<file path="config.mk">
export PLATFORM = sky130hd
export DESIGN_NAME = fp_sqrt_sched
export DESIGN_NICKNAME = d
export VERILOG_FILES = /design/src/rtl/fp_sqrt_sched.sv
export SDC_FILE = /design/constraint.sdc
export NUM_CORES = 1
export LEC_CHECK = 0
export BUFFER_PORTS_ARGS = -buffer_cell sky130_fd_sc_hd__buf_2
export CORE_UTILIZATION = 37
export CTS_CLUSTER_SIZE = 40
export DETAILED_ROUTE_END_ITERATION = 6
export GPL_TIMING_DRIVEN = 0
export PLACE_DENSITY_LB_ADDON = 0.15
export SKIP_CTS_REPAIR_TIMING = 1
export SYNTH_ARGS = -nofsm -noshare
export SYNTH_HDL_FRONTEND = slang
export SYNTH_SLANG_ARGS = --single-unit
</file>
<file path="constraint.sdc">
create_clock -name clk_i -period 5.5 [get_ports clk_i]
set_input_delay 0.825 -clock clk_i [delete_from_list [all_inputs] [get_ports clk_i]]
set_output_delay 0.825 -clock clk_i [all_outputs]
set_load 0.005 [all_outputs]
</file>
<file path="src/rtl/fp_sqrt_sched.sv">
// fp_sqrt_sched: sequencing and sharing controller for a combinational single-precision
// square-root datapath.
//
// Requesters are arbitrated round-robin. The chosen operand is registered onto dp_a_o and
// held for SETTLE cycles before dp_s_i is captured. The result is then returned on a
// tagged valid/ready response channel. Special operands (NaN, zero/denormal, negative,
// +inf) never enter the datapath. Their result comes from a fixed table and is returned
// on the next cycle.
//
// Ports:
//   clk_i        clock, rising edge
//   rst_i        synchronous reset, active-high
//   req_valid_i  per-requester request valid
//   req_data_i   operands, requester i on bits [32*i+31:32*i]
//   req_ready_o  one-hot grant (IDLE only)
//   rsp_valid_o  response valid
//   rsp_id_o     requester index of the response
//   rsp_data_o   square-root result
//   rsp_ready_i  response accepted
//   dp_a_o       operand to the external datapath (always the operand register)
//   dp_s_i       datapath result, combinational from dp_a_o
//   busy_o       high whenever the controller is not idle
module fp_sqrt_sched #(
  parameter int unsigned N_REQ  = 4,
  parameter int unsigned SETTLE = 3
) (
  input  logic                  clk_i,
  input  logic                  rst_i,
  input  logic [N_REQ-1:0]      req_valid_i,
  input  logic [32*N_REQ-1:0]   req_data_i,
  output logic [N_REQ-1:0]      req_ready_o,
  output logic                  rsp_valid_o,
  output logic [2:0]            rsp_id_o,
  output logic [31:0]           rsp_data_o,
  input  logic                  rsp_ready_i,
  output logic [31:0]           dp_a_o,
  input  logic [31:0]           dp_s_i,
  output logic                  busy_o
);

  localparam int unsigned PtrW = (N_REQ > 1) ? $clog2(N_REQ) : 1;
  localparam int unsigned SumW = PtrW + 1;

  typedef enum logic [1:0] {StIdle, StWait, StResp} state_e;

  state_e            state_q;
  logic [PtrW-1:0]   rr_ptr_q;
  logic [PtrW-1:0]   id_q;
  logic [31:0]       op_q;
  logic [31:0]       res_q;
  logic [3:0]        cnt_q;

  // Round-robin arbiter: first valid requester at or after rr_ptr_q, with wrap-around.
  logic [N_REQ-1:0]  grant;
  logic [PtrW-1:0]   gnt_idx;
  logic              gnt_any;
  logic [SumW-1:0]   sum;
  logic [PtrW-1:0]   idx;

  always_comb begin
    grant   = '0;
    gnt_idx = '0;
    gnt_any = 1'b0;
    sum     = '0;
    idx     = '0;
    for (int unsigned k = 0; k < N_REQ; k++) begin
      sum = {1'b0, rr_ptr_q} + SumW'(k);
      if (sum >= SumW'(N_REQ)) begin
        sum = sum - SumW'(N_REQ);
      end
      idx = sum[PtrW-1:0];
      if (!gnt_any && req_valid_i[idx]) begin
        grant[idx] = 1'b1;
        gnt_idx    = idx;
        gnt_any    = 1'b1;
      end
    end
  end

  // A grant is only offered in IDLE and never while reset is asserted.
  logic accept;
  assign accept      = (state_q == StIdle) && gnt_any && !rst_i;
  assign req_ready_o = accept ? grant : '0;

  // Operand of the granted requester.
  logic [31:0] sel_op;
  always_comb begin
    sel_op = '0;
    for (int unsigned i = 0; i < N_REQ; i++) begin
      if (grant[i]) begin
        sel_op = req_data_i[32*i +: 32];
      end
    end
  end

  // Special-operand classification. The first matching rule wins.
  logic        spec_hit;
  logic [31:0] spec_val;
  logic [7:0]  sel_exp;
  logic [22:0] sel_frac;

  always_comb begin
    sel_exp  = sel_op[30:23];
    sel_frac = sel_op[22:0];
    spec_hit = 1'b1;
    spec_val = '0;
    if (sel_exp == 8'hFF && sel_frac != '0) begin
      spec_val = sel_op | 32'h0040_0000;       // quiet the NaN, keep its payload
    end else if (sel_exp == 8'h00) begin
      spec_val = {sel_op[31], 31'b0};          // denormals flush to signed zero
    end else if (sel_op[31]) begin
      spec_val = 32'h7FC0_0000;                // sqrt of negative -> canonical qNaN
    end else if (sel_exp == 8'hFF) begin
      spec_val = 32'h7F80_0000;
    end else begin
      spec_hit = 1'b0;
    end
  end

  logic [PtrW-1:0] ptr_next;
  assign ptr_next = (gnt_idx == PtrW'(N_REQ - 1)) ? '0 : gnt_idx + 1'b1;

  always_ff @(posedge clk_i) begin
    if (rst_i) begin
      state_q  <= StIdle;
      rr_ptr_q <= '0;
      id_q     <= '0;
      op_q     <= '0;
      res_q    <= '0;
      cnt_q    <= '0;
    end else begin
      unique case (state_q)
        StIdle: begin
          if (accept) begin
            op_q     <= sel_op;
            id_q     <= gnt_idx;
            rr_ptr_q <= ptr_next;
            if (spec_hit) begin
              res_q   <= spec_val;
              state_q <= StResp;
            end else begin
              cnt_q   <= 4'(SETTLE - 1);
              state_q <= StWait;
            end
          end
        end
        StWait: begin
          // dp_a_o has been stable for SETTLE cycles when cnt_q reaches zero.
          if (cnt_q == 4'd0) begin
            res_q   <= dp_s_i;
            state_q <= StResp;
          end else begin
            cnt_q <= cnt_q - 4'd1;
          end
        end
        StResp: begin
          if (rsp_ready_i) begin
            state_q <= StIdle;
          end
        end
        default: state_q <= StIdle;
      endcase
    end
  end

  assign rsp_valid_o = (state_q == StResp);
  assign rsp_id_o    = 3'(id_q);
  assign rsp_data_o  = res_q;
  assign dp_a_o      = op_q;
  assign busy_o      = (state_q != StIdle);

endmodule
</file>
Word-level counts from Yosys, hierarchy flattened
Cells that the tools add are included.
{"block": "classes", "n_addsub": 9, "n_lt_le_gt_ge": 12, "n_eq_ne": 10, "muxes": 59, "bitwise_logic": 3, "reduce_logical": 24}
{"cell": "two-way mux 32 bit", "n": 9}
{"cell": "one-hot mux 32 bit (2 select lines)", "n": 1}
{"cell": "two-way mux 31 bit", "n": 2}
{"cell": "two-way mux 4 bit", "n": 8}
{"cell": "two-way mux 2 bit", "n": 13}
{"cell": "nonzero test 23 bit", "n": 1}
{"cell": "two-way mux 1 bit", "n": 16}
{"cell": "< comparator 2 x 3 -> 1 bit, second input constant", "n": 4}
{"cell": "OR 4 bit", "n": 3}
{"cell": "logical AND 1 bit", "n": 10}
{"cell": "!= test 2 bit, second input constant", "n": 5}
{"cell": "greater-or-equal comparator 3 bit, second input constant", "n": 3}
{"cell": "binary-select mux 1 bit (select 2 bit)", "n": 4}
{"cell": "demux 1 bit (select 2 bit)", "n": 4}
{"cell": "equality test 8 bit, second input constant", "n": 1}
{"cell": "greater-or-equal comparator 2 x 1 -> 1 bit, second input constant", "n": 4}
{"cell": "zero test 8 bit", "n": 1}
{"cell": "one-hot mux 4 bit (2 select lines)", "n": 1}
{"cell": "AND reduction 4 bit", "n": 2}
{"cell": "subtractor 2 x 1 -> 2 bit, second input constant", "n": 4}
{"cell": "adder 2 x 2 -> 3 bit, second input constant", "n": 2}
{"cell": "one-hot mux 2 bit (3 select lines)", "n": 1}
{"cell": "equality test 2 bit, second input constant", "n": 2}
{"cell": "zero test 1 bit", "n": 4}
{"cell": "other kinds (11)", "n": 12}
{"block": "totals", "register_bits": 74, "in_bits": 167, "out_inout_bits": 73, "word_cells": 123}

Logic depth before layout (Yosys ltp)
{"block": "depth", "ltp_word": 26, "mapped_depth": 19, "mapped_depth_nobuf": 13}

Worst setup path before layout
OpenSTA, ideal clock, no wires.
{"block": "synth_path", "path_kind": "register -> register", "from": "reg (tool-made name)", "to": "reg res_q[31], in the netlist rsp_data_o[31]", "setup_time_ns": 0.136, "t_arrival_ns": 4.214, "required_time_ns": 5.364, "slack_ns": 1.150, "stages_incl_launch_ff": 18, "path_buffers": 4, "synth_period_minus_slack_ns": 4.350, "cell_sequence": "dfxtp_1 -> buf_6 -> clkbuf_1 -> inv_1 -> ha_1 -> clkbuf_1 -> mux2_2 -> a32oi_1 -> o211a_1 -> o21ai_2 -> buf_2 -> a221o_1 -> a22oi_1 -> or4b_1 -> nor4_1 -> a21o_1 -> a211o_1 -> a311oi_2"}
{"item": "end signal: assignment", "line_no": "139", "rtl": "res_q <= spec_val;"}
{"item": "end signal: assignment", "line_no": "150", "rtl": "res_q <= dp_s_i;"}
{"item": "end: declaration", "line_no": "50", "rtl": "logic [31:0] res_q;"}

==> results.cfg <==
[synth]
synth-warning-count = 0
synth_most_common_cell = nor2_1
yosysTopAreaCell = dfxtp_1
synth_top_area_share_pct = 28.70
synth-edff-count = 0
yosysUniqueCellTypes = 85
async_reset_ff_share_pct = 0
synth.avg_cell_area_um2 = 7.810
ys_seq_area_share_pct = 28.70
synth_flop_cell = dfxtp_1
synth_common_cells = 78 x nor2_1, 74 x dfxtp_1, 67 x nand2_1, 61 x a21oi_1, 36 x nor3_1
synth_area_mm2 = 0.005162
synth_seq_cells = 74
syn-num-nets = 837
synthTopCellsByArea = dfxtp_1 29%, a21oi_1 5.9%, nor2_1 5.7%
syn_inst = 661

[power_and_ir_drop]
p_leak_nw = 3.065
pwr-share-comb_pct = 71.2
p_clk_share_pct = 13.0
internal-power_mw = 2.577
finalPower_mw = 5.278
p_sw_share_pct = 51.18
p_seq_share_pct = 15.8
p_switching_mw = 2.701
power_density_mw_per_mm2 = 761.3
irDropWorstVdd_mv = 0.2905

[routing]
topRoutingLayerUsed = met4
routed_wl_um = 21060
vias_per_cell = 5.674
wl_met2_um = 10020
drt_iter0_drc = 536
drc = 0
drtPass1Iterations = 5
ant_nets = 0
wire_per_inst_um = 19.32
wl_met1_um = 8966
num_vias = 6185
dr_wl_met3_um = 1555

[cells_and_area]
nets = 1085
fillCellCount = 1363
fin_util_pct = 51.74
antennaDiodeCount = 0
syn_to_final_growth_pct = 34.29
drive_gt1_share_pct = 35.78
layoutNonFillerInstCount = 1090

[critical_path]
critPathMaxFanout = 10
critPathBufInv = 6
path_delay_family = compound AO/OA/AOI/OAI gates
path_class = reg -> reg
end_kind = flip-flop
path_common_cell = buf_2
worst_setup_path_start_kind = flip-flop
critPathMaxStageDelay_ns = 0.63
cpMaxStageDelayCell = o31ai_1
crit_arrival_ns = 5.45
path_cells = buf_6, clkbuf_1, inv_1, ha_1, clkbuf_2, mux2_2, a32oi_1, o211a_1, o21ai_2, buf_2, buf_2, and2_1, o31ai_1, nand4b_1, nor4_1, a21o_1, a211o_1, a311oi_2
worstPathRequired_ns = 5.70

[die]
rows = 42
core_area_mm2 = 0.01340
start_util_pct = 38.52
die_area_mm2 = 0.01443
die_h_um = 120.1
io-pin-count = 240
die_w_um = 120.1

[timing]
holdWs_ns = 0.4510
rsz0062_at_grt = no
fin_crit_sh_pct = 95.57
slew-limit-headroom_pct = 46.68
tightest_slew_ns = 0.7998
tns_ns = 0
fin_skew_ns = 0.005348
fin_crit_ns = 5.257
finalMaxSlewViolations = 0
hold_viol_final = 0
fmax_mhz = 190.2
setup_viol = 0

[place]
port_buffers = 237
dp_hpwl_um = 16800
dp.cells = 1074
place.gp.congestion = 0.9583

[clock_network]
htreeDepth = 3
tritoncts = done
cts_sinks = 74
clkSlewWorstSetupHoldPaths_ns = 0.06
cts_made_buffers = 9
cts_root_buf = clkbuf_16
ctsLongestPathBuffers = 2
clk_latency_ns = 0.34

[run_status]
status = finished, final reports clean

[global_route]
grt_pass1_vias = 5680
grt_max_degree = 13
grt_pass1_wl_um = 31750
grt_usage_pct = 28.89
grt_antenna_before_repair = 0
grt_overflow = 0

[worst_hold_path]
worstHoldStart = dp_a_o[4]
hold_class = reg -> reg

[flow_run]
drv_cap = 0
-- kinds of logic (layout without fill, tap and decap cells) --
family / count (synthesis) / in the layout / synth area share (%)
xor gates and xnor gates: 3 / 3 / 0.5091
muxes: 12 / 12 / 3.369
adders and majority gates: 9 / 9 / 2.181
AOI/OAI and AO/OA: 225 / 225 / 33.64
buffers and inverters: 67 / 320 / 6.059
other: 1 / 1 / 0.07264
and+or+nand+nor: 270 / 270 / 25.47
DFF: 74 / 74 / 28.70
-- sequential cells by signal, indices dropped and copies added, names as in the netlist, named ones only --
name and cells:
id_q 2, dp_a_o 32, rr_ptr_q 1, state_q 2
rsp_data_o 32, cnt_q 4
-- tightest hold or removal path, delay by kind of cell, from the launching register on --
| family | cells | cell delay (ns) |
|---|---|---|
| and+or+nand+nor | 1 | 0.05 |
| AOI/OAI and AO/OA | 1 | 0.05 |
| DFF | 1 | 0.30 |
-- layout by cell type (no fill, tap or decap), types with 5 or more instances in the layout --
master     Yosys  final
a211oi_1      13     13
a211oi_2      11     11
a21oi_1       61     61
a221oi_1       5      5
a22oi_1        8      8
a311oi_1       8      8
a31oi_1       14     14
and2_1         9      9
and3_1        10     10
buf_2         18    255
clkbuf_1      27     28
clkbuf_16      0      9
dfxtp_1       74     74
ha_1           9      9
inv_1         11     11
mux2i_1        5      5
nand2_1       67     67
nand3_1       14     14
nor2_1        78     78
nor2b_1        7      7
nor3_1        36     36
nor3b_1        5      5
o21ai_0        6      6
o22ai_1       23     23
o2bb2ai_1      8      8
o311a_1        6      6
or3_1         13     13
-- area by class of cell --
class                      instances  area, µm²  area share (%)
buffer                            55      269.0           3.880
tap                              176      220.2           3.176
multi-input combinational        520       3386           48.84
timing repair buffer             237       1186           17.11
clock inverter                     4      98.84           1.426
clock buffer                      12      246.5           3.555
inverter                          12      45.04          0.6497
sequential                        74       1481           21.37
-- metrics by stage --
stage	instance area (µm²)	worst slack, ns
6_report	6933	0.2434
4_1_cts	6914	0.04963
3_3_place_gp	6569	-0.01091
3_5_place_dp	6569	0.06015
2_1_floorplan	5162	1.150
5_1_grt	6933	0.01787
-- routing by layer --
layer / global-route usage [%] / up-vias
met1: 37.88 / 2899
met4: 9.375 / 0
li1: - / 2984
met3: 5.228 / 43
met2: 47.56 / 259
met5: 0 / -
-- path summary, 6_finish.rpt --
kind | slack [ns] | endpoint | cells after the start
max | 0.24 | rsp_data_o[31] | 18
min | 0.45 | dp_a_o[4] | 2
max reg2reg | 0.24 | rsp_data_o[31] | 18
min reg2reg | 0.45 | dp_a_o[4] | 2
-- power by group through the flow --
| stage | Combinational (mW) | Sequential (mW) | Clock [mW] |
|---|---|---|---|
| finish | 3.76 | 0.835 | 0.685 |
| global route | 4.09 | 0.856 | 0.715 |
| CTS | 3.70 | 0.833 | 0.687 |
| detailed placement | 3.68 | 0.843 | 0 |
| global placement | 3.68 | 0.845 | 0 |
| floorplan | 2.56 | 0.834 | 0 |
No activity file was read; power rests on OpenSTA's default activity.
